`config.mk`:
```
export PLATFORM = sky130hd
export DESIGN_NAME = unidad_aritmetica
export DESIGN_NICKNAME = d
export VERILOG_FILES = /design/src/rtl/unidad_aritmetica.sv
export SDC_FILE = /design/constraint.sdc
export NUM_CORES = 1
export LEC_CHECK = 0
export ABC_AREA = 0
export BUFFER_PORTS_ARGS = -buffer_cell sky130_fd_sc_hd__buf_2
export CORE_MARGIN = 8
export CORE_UTILIZATION = 50
export CTS_CLUSTER_DIAMETER = 50
export DETAILED_ROUTE_END_ITERATION = 6
export GPL_TIMING_DRIVEN = 1
export PLACE_DENSITY = 0.68
export SYNTH_ARGS = -nofsm -noshare
export SYNTH_HDL_FRONTEND = slang
export SYNTH_SLANG_ARGS = --single-unit
```
`constraint.sdc`:
```
create_clock -name clk -period 8 [get_ports clk]
set_input_delay 1.6 -clock clk [delete_from_list [all_inputs] [get_ports clk]]
set_output_delay 1.6 -clock clk [all_outputs]
set_load 0.05 [all_outputs]
```
`src/rtl/unidad_aritmetica.sv`:
```
// Sequential add/sub/mul/div unit with start/busy/done handshake.
// Optional feature: define ALU_SIGNED_SUB_EN for two's-complement subtraction.
module unidad_aritmetica #(
  parameter int WIDTH = 14
) (
  input  logic               clk,
  input  logic               rst_n,
  input  logic [WIDTH-1:0]   binA,
  input  logic [WIDTH-1:0]   binB,
  input  logic [1:0]         modo,
  input  logic               start,
  output logic               busy,
  output logic               done,
  output logic [2*WIDTH-1:0] resultado,
  output logic [WIDTH-1:0]   residuo,
  output logic               negativo,
  output logic               div_cero
);

  localparam int CW = $clog2(WIDTH);
  localparam logic [CW-1:0] CNT_LAST = CW'(WIDTH - 1);

  typedef enum logic [1:0] {IDLE, CALC, FIN} state_t;

  state_t              state;
  logic [WIDTH-1:0]    a_reg, b_reg;
  logic [1:0]          modo_reg;
  logic [CW-1:0]       cnt;
  logic [2*WIDTH-1:0]  acc, mcand;
  logic [WIDTH-1:0]    rem, quo;

  logic [WIDTH:0]      sum;
  logic [2*WIDTH-1:0]  mul_next;
  logic [WIDTH:0]      rem_sh, rem_sub;
  logic                ge;
  logic [WIDTH-1:0]    rem_next, quo_next;
  logic [2*WIDTH-1:0]  sub_res;
  logic                sub_neg;

  always_comb begin
    sum      = {1'b0, a_reg} + {1'b0, b_reg};
    mul_next = acc + (b_reg[cnt] ? mcand : '0);
    // restoring step: sign of the trial subtraction decides the quotient bit
    rem_sh   = {rem, quo[WIDTH-1]};
    rem_sub  = rem_sh - {1'b0, b_reg};
    ge       = ~rem_sub[WIDTH];
    rem_next = ge ? rem_sub[WIDTH-1:0] : rem_sh[WIDTH-1:0];
    quo_next = {quo[WIDTH-2:0], ge};
  end

`ifdef ALU_SIGNED_SUB_EN
  logic [WIDTH:0] diff;
  always_comb begin
    diff    = {1'b0, a_reg} - {1'b0, b_reg};
    sub_res = {{(WIDTH-1){diff[WIDTH]}}, diff};
    sub_neg = diff[WIDTH];
  end
`else
  always_comb begin
    sub_neg = (a_reg < b_reg);
    sub_res = {{WIDTH{1'b0}}, (sub_neg ? (b_reg - a_reg) : (a_reg - b_reg))};
  end
`endif

  always_ff @(posedge clk) begin
    if (!rst_n) begin
      state     <= IDLE;
      a_reg     <= '0;
      b_reg     <= '0;
      modo_reg  <= '0;
      cnt       <= '0;
      acc       <= '0;
      mcand     <= '0;
      rem       <= '0;
      quo       <= '0;
      busy      <= 1'b0;
      done      <= 1'b0;
      resultado <= '0;
      residuo   <= '0;
      negativo  <= 1'b0;
      div_cero  <= 1'b0;
    end else begin
      case (state)
        IDLE: begin
          done <= 1'b0;
          if (start) begin
            a_reg     <= binA;
            b_reg     <= binB;
            modo_reg  <= modo;
            cnt       <= '0;
            acc       <= '0;
            mcand     <= {{WIDTH{1'b0}}, binA};
            rem       <= '0;
            quo       <= binA;
            resultado <= '0;
            residuo   <= '0;
            negativo  <= 1'b0;
            div_cero  <= 1'b0;
            busy      <= 1'b1;
            state     <= CALC;
          end
        end
        CALC: begin
          case (modo_reg)
            2'b00: begin
              resultado <= {{(WIDTH-1){1'b0}}, sum};
              busy <= 1'b0; done <= 1'b1; state <= FIN;
            end
            2'b01: begin
              resultado <= sub_res;
              negativo  <= sub_neg;
              busy <= 1'b0; done <= 1'b1; state <= FIN;
            end
            2'b10: begin
              acc   <= mul_next;
              mcand <= mcand << 1;
              cnt   <= cnt + 1'b1;
              if (cnt == CNT_LAST) begin
                resultado <= mul_next;
                busy <= 1'b0; done <= 1'b1; state <= FIN;
              end
            end
            default: begin
              if (b_reg == '0) begin
                resultado <= '1;
                residuo   <= a_reg;
                div_cero  <= 1'b1;
                busy <= 1'b0; done <= 1'b1; state <= FIN;
              end else begin
                rem <= rem_next;
                quo <= quo_next;
                cnt <= cnt + 1'b1;
                if (cnt == CNT_LAST) begin
                  resultado <= {{WIDTH{1'b0}}, quo_next};
                  residuo   <= rem_next;
                  busy <= 1'b0; done <= 1'b1; state <= FIN;
                end
              end
            end
          endcase
        end
        FIN: begin
          done  <= 1'b0;
          state <= IDLE;
        end
        default: state <= IDLE;
      endcase
    end
  end

endmodule
```
# Word-level counts from Yosys, hierarchy flattened
# Cells that the tools add are included.
# op_classes
order_cmp	2
bitwise_logic	1
reduce_logical	17
addsub	6
n_eq_ne	16
mux	52
# ops
operator	count
$mux 28	8
$pmux 28 s2	3
$mux 14	11
$pmux 14 s2	3
$pmux 28 s3	1
$add 28x28->28	1
$sub 14x14->14	2
$reduce_and 4->1	5
$pmux 4 s2	2
$add 14x14->15	1
$sub 15x14->15	1
$logic_not 14->1	1
$lt 14x14->1	1
$ne 2x2->1 const B	7
$pmux 1 s2	6
$mux 1	10
$ne 3x3->1 const B	3
$mux 4	2
$pmux 2 s2	2
$mux 2	3
$reduce_and 3->1	2
$lt 4x5->1 const B	1
$ne 5x5->1 const B	1
$add 4x1->4 const B	1
10 further kinds	16
# totals
regBits	166
word_cells	109

# Depth between registers and ports, before layout
# Gate-level depths: netlist of run 1.
# logic_depth
ltp_word	7
ltp_mapped	17
ltp_nobuf	15

# Least setup slack after synthesis of run 1
# No wires, ideal clock.
# synth_path
path_kind	register to register
startpoint	register cnt[0]
endpoint	register resultado[24]
t_arrival_ns	3.762
setup_time_ns	0.112
required_ns	7.888
path_slack_ns	4.126
stages_incl_launch_ff	18
path_cell_list	dfxtp_1 buf_2 mux4_2 nand2_1 o21ai_1 o22ai_2 clkbuf_1 nor2b_1 ha_1 buf_2 a21o_1 a21oi_1 o31ai_1 a31oi_1 o21ai_1 o41ai_2 a211oi_1 a2111oi_1
# synth_between
elab_chain_cells	7
word_cells_on_any_way	11
# synth_lines
element	line_no	text
start, declared	28	logic [CW-1:0] cnt;
start signal, assigned	117	cnt <= cnt + 1'b1;
start signal, assigned	132	cnt <= cnt + 1'b1;
$bmux 1 s4	42	mul_next = acc + (b_reg[cnt] ? mcand : '0);
$mux 1 (not written as such)	42	
$mux 28	42	
$add 28x28->28	42	
$mux 28	118	if (cnt == CNT_LAST) begin
$pmux 28 s3	104	case (modo_reg)
$pmux 28 s2	83	case (state)
end signal, assigned	106	resultado <= {{(WIDTH-1){1'b0}}, sum};
end signal, assigned	110	resultado <= sub_res;
end signal, assigned	119	resultado <= mul_next;
end, declared	14	output logic [2*WIDTH-1:0] resultado,
# Parallel ways exist; a longest one is shown, timed or not. The select of a mux whose other input is x is not followed.
# A chain may end at the register's enable or synchronous reset.

# Worst setup path after layout of run 1
# Same ends and word-level chain as after synthesis.

==> results of run 1 <==
==> how the worst min path moves through the flow <==
stage	endpoint	slack (ps)	depth (start not counted)
3_3_place_gp	resultado[16]	430	2
2_1_floorplan	acc[19]	430	2
6_report	resultado[17]	440	2
5_1_grt	acc[19]	460	2
3_5_place_dp	resultado[17]	430	2
4_1_cts	resultado[17]	440	2
==> layout make-up <==
| type | count | share of cell area [%] |
|---|---|---|
| clock buffers | 20 | 3.819 |
| multi-input cells | 1018 | 57.96 |
| inverters | 65 | 2.086 |
| well taps | 275 | 2.942 |
| repair buffers | 88 | 3.980 |
| flip-flops and latches | 166 | 28.42 |
| clock inverters | 12 | 0.7917 |
==> power by group through the flow <==
stage | clock (mW) | sequential, mW | combinational, mW
4_1_cts | 0.787 | 0.889 | 0.437
6_report | 0.777 | 0.890 | 0.445
5_1_grt | 0.825 | 0.892 | 0.483
3_5_place_dp | 0 | 0.908 | 0.435
2_1_floorplan | 0 | 0.905 | 0.309
3_3_place_gp | 0 | 0.907 | 0.433
==> critical path, cell delays in order (launching register included) <==
cell and delay [ps]:
dfxtp_1 560, mux4_2 550, nand2_1 70, o21ai_1 70, o22ai_2 150, buf_4 340
nor2b_1 100, ha_1 230, fa_1 410, a21oi_1 210, o21ai_1 120, o22ai_2 230
o21a_1 220, o21ai_1 240, o41ai_2 510, a211oi_1 100, a2111oi_1 330
==> cell usage after synthesis (all sizes together) (4+ instances only) <==
master,n
and2,10
fa,5
nor4,9
o21bai,10
a31oi,30
nand3,29
dfxtp,166
a21o,30
nor2b,39
nand2,182
a22o,32
a222oi,14
o21a,11
xnor2,28
nor2,86
o21ai,80
buf,17
a2111oi,4
o31a,4
o211ai,12
or2,4
and3,8
ha,84
xor2,14
nand2b,6
mux2i,15
and4,5
a221oi,6
nor3,24
o22ai,8
nand4,9
or3,10
o31ai,8
clkbuf,55
o221ai,7
a211oi,13
a41oi,4
a21oi,120
nand3b,6
inv,64
a22oi,14
==> metal layers <==
metal  wire [µm]  track usage [%]
met2       14960            39.55
met3        2853            4.126
met1       15450            36.97
met5           0                0
met4         689            7.155
==> logic make-up (layout without fill, tap and decap cells) <==
| group | after synthesis | count (layout) | synth area share [%] |
|---|---|---|---|
| and+or+nand+nor | 438 | 438 | 19.78 |
| AOI/OAI and AO/OA | 429 | 429 | 27.25 |
| DFF | 166 | 166 | 31.29 |
| buffers and inverters | 137 | 185 | 5.031 |
| adders and majority gates | 89 | 89 | 10.84 |
| xor gates and xnor gates | 42 | 42 | 3.535 |
| muxes | 20 | 20 | 2.262 |
==> results.toml, run 1 <==
[route]
drcViolationCount = 0
drtIter0Drc = 1085
routed_wl_um = 33960
drt.antenna.violating_nets = 0
drt_pass1_iterations = 7
vias_per_cell = 6.209
via_count = 10207
wire_per_inst_um = 20.65

[power]
power_frac_seq_pct = 42.1
power.total_mw = 2.113
p_switching_mw = 0.6949
comb_power_share_pct = 21.1
p_int_mw = 1.418
powerDensity_nw_per_um2 = 180.6
power_leakage_nw = 4.827
p_sw_share_pct = 32.89
power.clock.fraction_pct = 36.8
max-vdd-ir-drop_uv = 153.9

[worst_setup_path]
setup.worst_path.end = "resultado[24]"
regToRegEndpoint = "resultado[24]"
crit_path_start = "cnt[0]"
required_ps = 8320
r2r_setup_slack_ps = 3430
crit_type = "register to register"
start_kind = "register"
cp_max_fo = 28
cp-end-kind = "register"
reg2regPathDepth = 16
r2r_start = "cnt[0]"
cp_data_arrival_time_ps = 4890

[final_layout]
final_common_cell = "nand2_1"
finalInstanceArea_um2 = 11700
layout.cells.non_filler = 1644
fill_cells = 2033
final_cell_mix = "nand2_1 (180), dfxtp_1 (166), a21oi_1 (117)"
area_growth_syn_to_layout_pct = 10.13
top_regs = "acc x28, mcand x28, resultado x28"
drive_gt1_share_pct = 11.83
regArea_um2 = 3323
postLayoutCoreUtil_pct = 55.81
antennaDiodeCount = 0
layout.nets = 1478
multi_input_area_um2 = 6779

[synthesis]
synth_cell_types = 86
synth_nets = 1443
netlist_instances = 1321
ys.flop_type = "dfxtp_1"
ys_warn_count = 0
synth_top_area_share_pct = 31.29
yosys.area.top_type = "dfxtp_1"
synth_edf_count = 0
syn_area_um2 = 10620
ys_ff_latch = 166
seq_area_frac_synth_pct = 31.29
synthTopCellsByArea = "dfxtp_1 (31%), ha_1 (9.9%), nand2_1 (6.4%)"
avgSynthCellArea_um2 = 8.039
ys_async_sr_fraction_pct = 0

[clocking]
cts_buffers = 17
cts-resized-gates = 0
ctsHoldBuffers = 0
post_cts_buffers = 0
clkTransAtPathRegs_ps = 70
clock-root-buffer = "clkbuf_16"
cts_tree = "yes"
cts_htree_levels = 4
clkLatencyLatePin_ps = 430
cts_sinks = 166
cts_max_path_buffers = 2

[timing]
post-route-min-period_ps = 4566
setup_tns_ps = 0
tightest_slew_ps = 1268
max_freq_mhz = 219.0
whs_ps = 436.8
fin_skew_ps = 10.47
finalMaxSlewViolations = 0
timing.final.crit_share_pct = 57.08
rsz0062_at_grt = "no"
hold_violations = 0
relSlewSlack_pct = 15.17
setup_violations = 0
fin_ws_ps = 3434

[global_route]
grt_max_degree = 75
antenna_found_initial = 0
grt_pass1_wl_um = 54120
grt_usage_pct = 25.87
gr-total-overflow = 0
grt_pass1_vias = 9463

[die]
die_x_um = 161.7
die_h_um = 161.7
io_pins = 79
core_um2 = 20960
rows = 53
die_area_um2 = 26160
floorplan.initialDensity_pct = 50.67

[job]
maxCapViolations = 0

[run_status]
outcome = "finished, final reports clean"

[min_path]
min_from = "resultado[17]"
hold_path_class = "register to register"

[place]
dpl_cell_area_um2 = 11160
gp_congestion = 0.9817
placed_cells = 1612
pre_cts_slack_ps = 3494
dpl.hpwl_um = 25160
portBuffers = 78
(Power assumes the default switching activity.)
==> run 2, diff against run 1 <==
==> constraint.sdc (replaced) <==
create_clock -name clk -period 4.8 [get_ports clk]
set_input_delay 0.96 -clock clk [delete_from_list [all_inputs] [get_ports clk]]
set_output_delay 0.96 -clock clk [all_outputs]
set_load 0.05 [all_outputs]
==> run 2 against run 1 <==
  * Combinational power rose by 69%
  * Flip-flop and latch count did not move
  * Power rose by 73%
  * Sequential power rose by 66%
  * Critical path depth fell by 1
  * Worst hold slack got worse by 2.5 ps
==> results.toml, run 2 (synthesis results as in run 1) <==
[run_status]
outcome = "finished, final reports clean"

[clocking]
post_cts_buffers = 0
cts_max_path_buffers = 2
clkTransAtPathRegs_ps = 70
cts_sinks = 166
clkLatencyLatePin_ps = 440
cts-resized-gates = 0
cts_htree_levels = 4
cts_buffers = 17
cts_tree = "yes"
ctsHoldBuffers = 0
clock-root-buffer = "clkbuf_16"

[timing]
hold_violations = 0
rsz0062_at_grt = "no"
setup_tns_ps = 0
post-route-min-period_ps = 4320
whs_ps = 434.3
tightest_slew_ps = 1246
setup_violations = 0
fin_skew_ps = 17.39
timing.final.crit_share_pct = 90.00
finalMaxSlewViolations = 0
relSlewSlack_pct = 16.65
max_freq_mhz = 231.5

[power]
power.total_mw = 3.662
comb_power_share_pct = 20.5
p_int_mw = 2.480
power.clock.fraction_pct = 39.1
p_sw_share_pct = 32.29
power_frac_seq_pct = 40.4
powerDensity_nw_per_um2 = 310.4
power_leakage_nw = 4.891
max-vdd-ir-drop_uv = 222.7
p_switching_mw = 1.183

[route]
wire_per_inst_um = 20.55
drt.antenna.violating_nets = 0
via_count = 10096
drtIter0Drc = 998
routed_wl_um = 33850
drcViolationCount = 0
vias_per_cell = 6.130
drt_pass1_iterations = 5

[global_route]
grt_pass1_vias = 9478
antenna_found_initial = 0
gr-total-overflow = 0
grt_pass1_wl_um = 52860
grt_usage_pct = 25.37
grt_max_degree = 50

[worst_setup_path]
start_kind = "register"
crit_type = "register to register"
cp_data_arrival_time_ps = 4630
cp_max_fo = 27
required_ps = 5110
cp-end-kind = "register"

[die]
die_area_um2 = 26160
core_um2 = 20960
die_x_um = 161.7
io_pins = 79
rows = 53
floorplan.initialDensity_pct = 50.67
die_h_um = 161.7

[job]
maxCapViolations = 0

[final_layout]
final_cell_mix = "nand2_1 (180), dfxtp_1 (166), a21oi_1 (117)"
antennaDiodeCount = 0
postLayoutCoreUtil_pct = 56.31
top_regs = "acc x28, mcand x28, resultado x28"
area_growth_syn_to_layout_pct = 11.11
multi_input_area_um2 = 6779
fill_cells = 2039
regArea_um2 = 3323
final_common_cell = "nand2_1"
drive_gt1_share_pct = 12.17
layout.nets = 1482

[place]
dpl.hpwl_um = 25450
gp_congestion = 0.9419
portBuffers = 78

[min_path]
hold_path_class = "register to register"
[run 2: cell type report]
class	count	area share, %
sequential	166	28.17
tap	275	2.916
timing repair buffer	92	4.305
inverter	65	2.068
clock inverter	13	1.368
multi-input combinational	1018	57.45
clock buffer	18	3.722
[run 2: worst paths after layout]
path                 startpoint             to  slack, ps  depth (start not counted)
setup / recovery         cnt[0]  resultado[24]        480                         15
setup reg to reg         cnt[0]  resultado[24]        480                         15
hold / removal    resultado[17]  resultado[17]        430                          2
hold reg to reg   resultado[17]  resultado[17]        430                          2
[run 2: power groups by stage]
stage          Clock, mW  Combinational (mW)  Sequential (mW)
2_1_floorplan          0               0.515             1.51
3_3_place_gp           0               0.731             1.51
3_5_place_dp           0               0.731             1.51
4_1_cts             1.44               0.735             1.48
5_1_grt             1.50               0.808             1.48
6_report            1.43               0.751             1.48
[run 2: metrics by stage]
step / instance area [µm²] / cells / worst slack [ps]
after floorplan: 10620 / 1321 / 925.9
after global placement: 11200 / 1616 / 609.9
after detailed placement: 11200 / 1616 / 523.9
after CTS: 11800 / 1647 / 507.0
after global routing: 11800 / 1647 / 253.2
final: 11800 / 1647 / 479.9
[run 2: critical path, stage by stage (launching register included)]
cell and delay (ps):
dfxtp_1 570, mux4_2 550, nand2_1 70, o21ai_1 70
o22ai_2 280, buf_12 210, nor2b_1 90, fa_1 430
a21oi_1 210, o21ai_1 110, o22ai_2 230, o21a_1 240
o21ai_1 240, o41ai_2 460, a211oi_1 90, a2111oi_1 340
[run 2: metal layers]
metal | global-route usage, % | routed length, µm
met5 | 0 | 0
met3 | 5.923 | 2792
met4 | 9.217 | 994
met1 | 34.70 | 15480
met2 | 38.31 | 14580
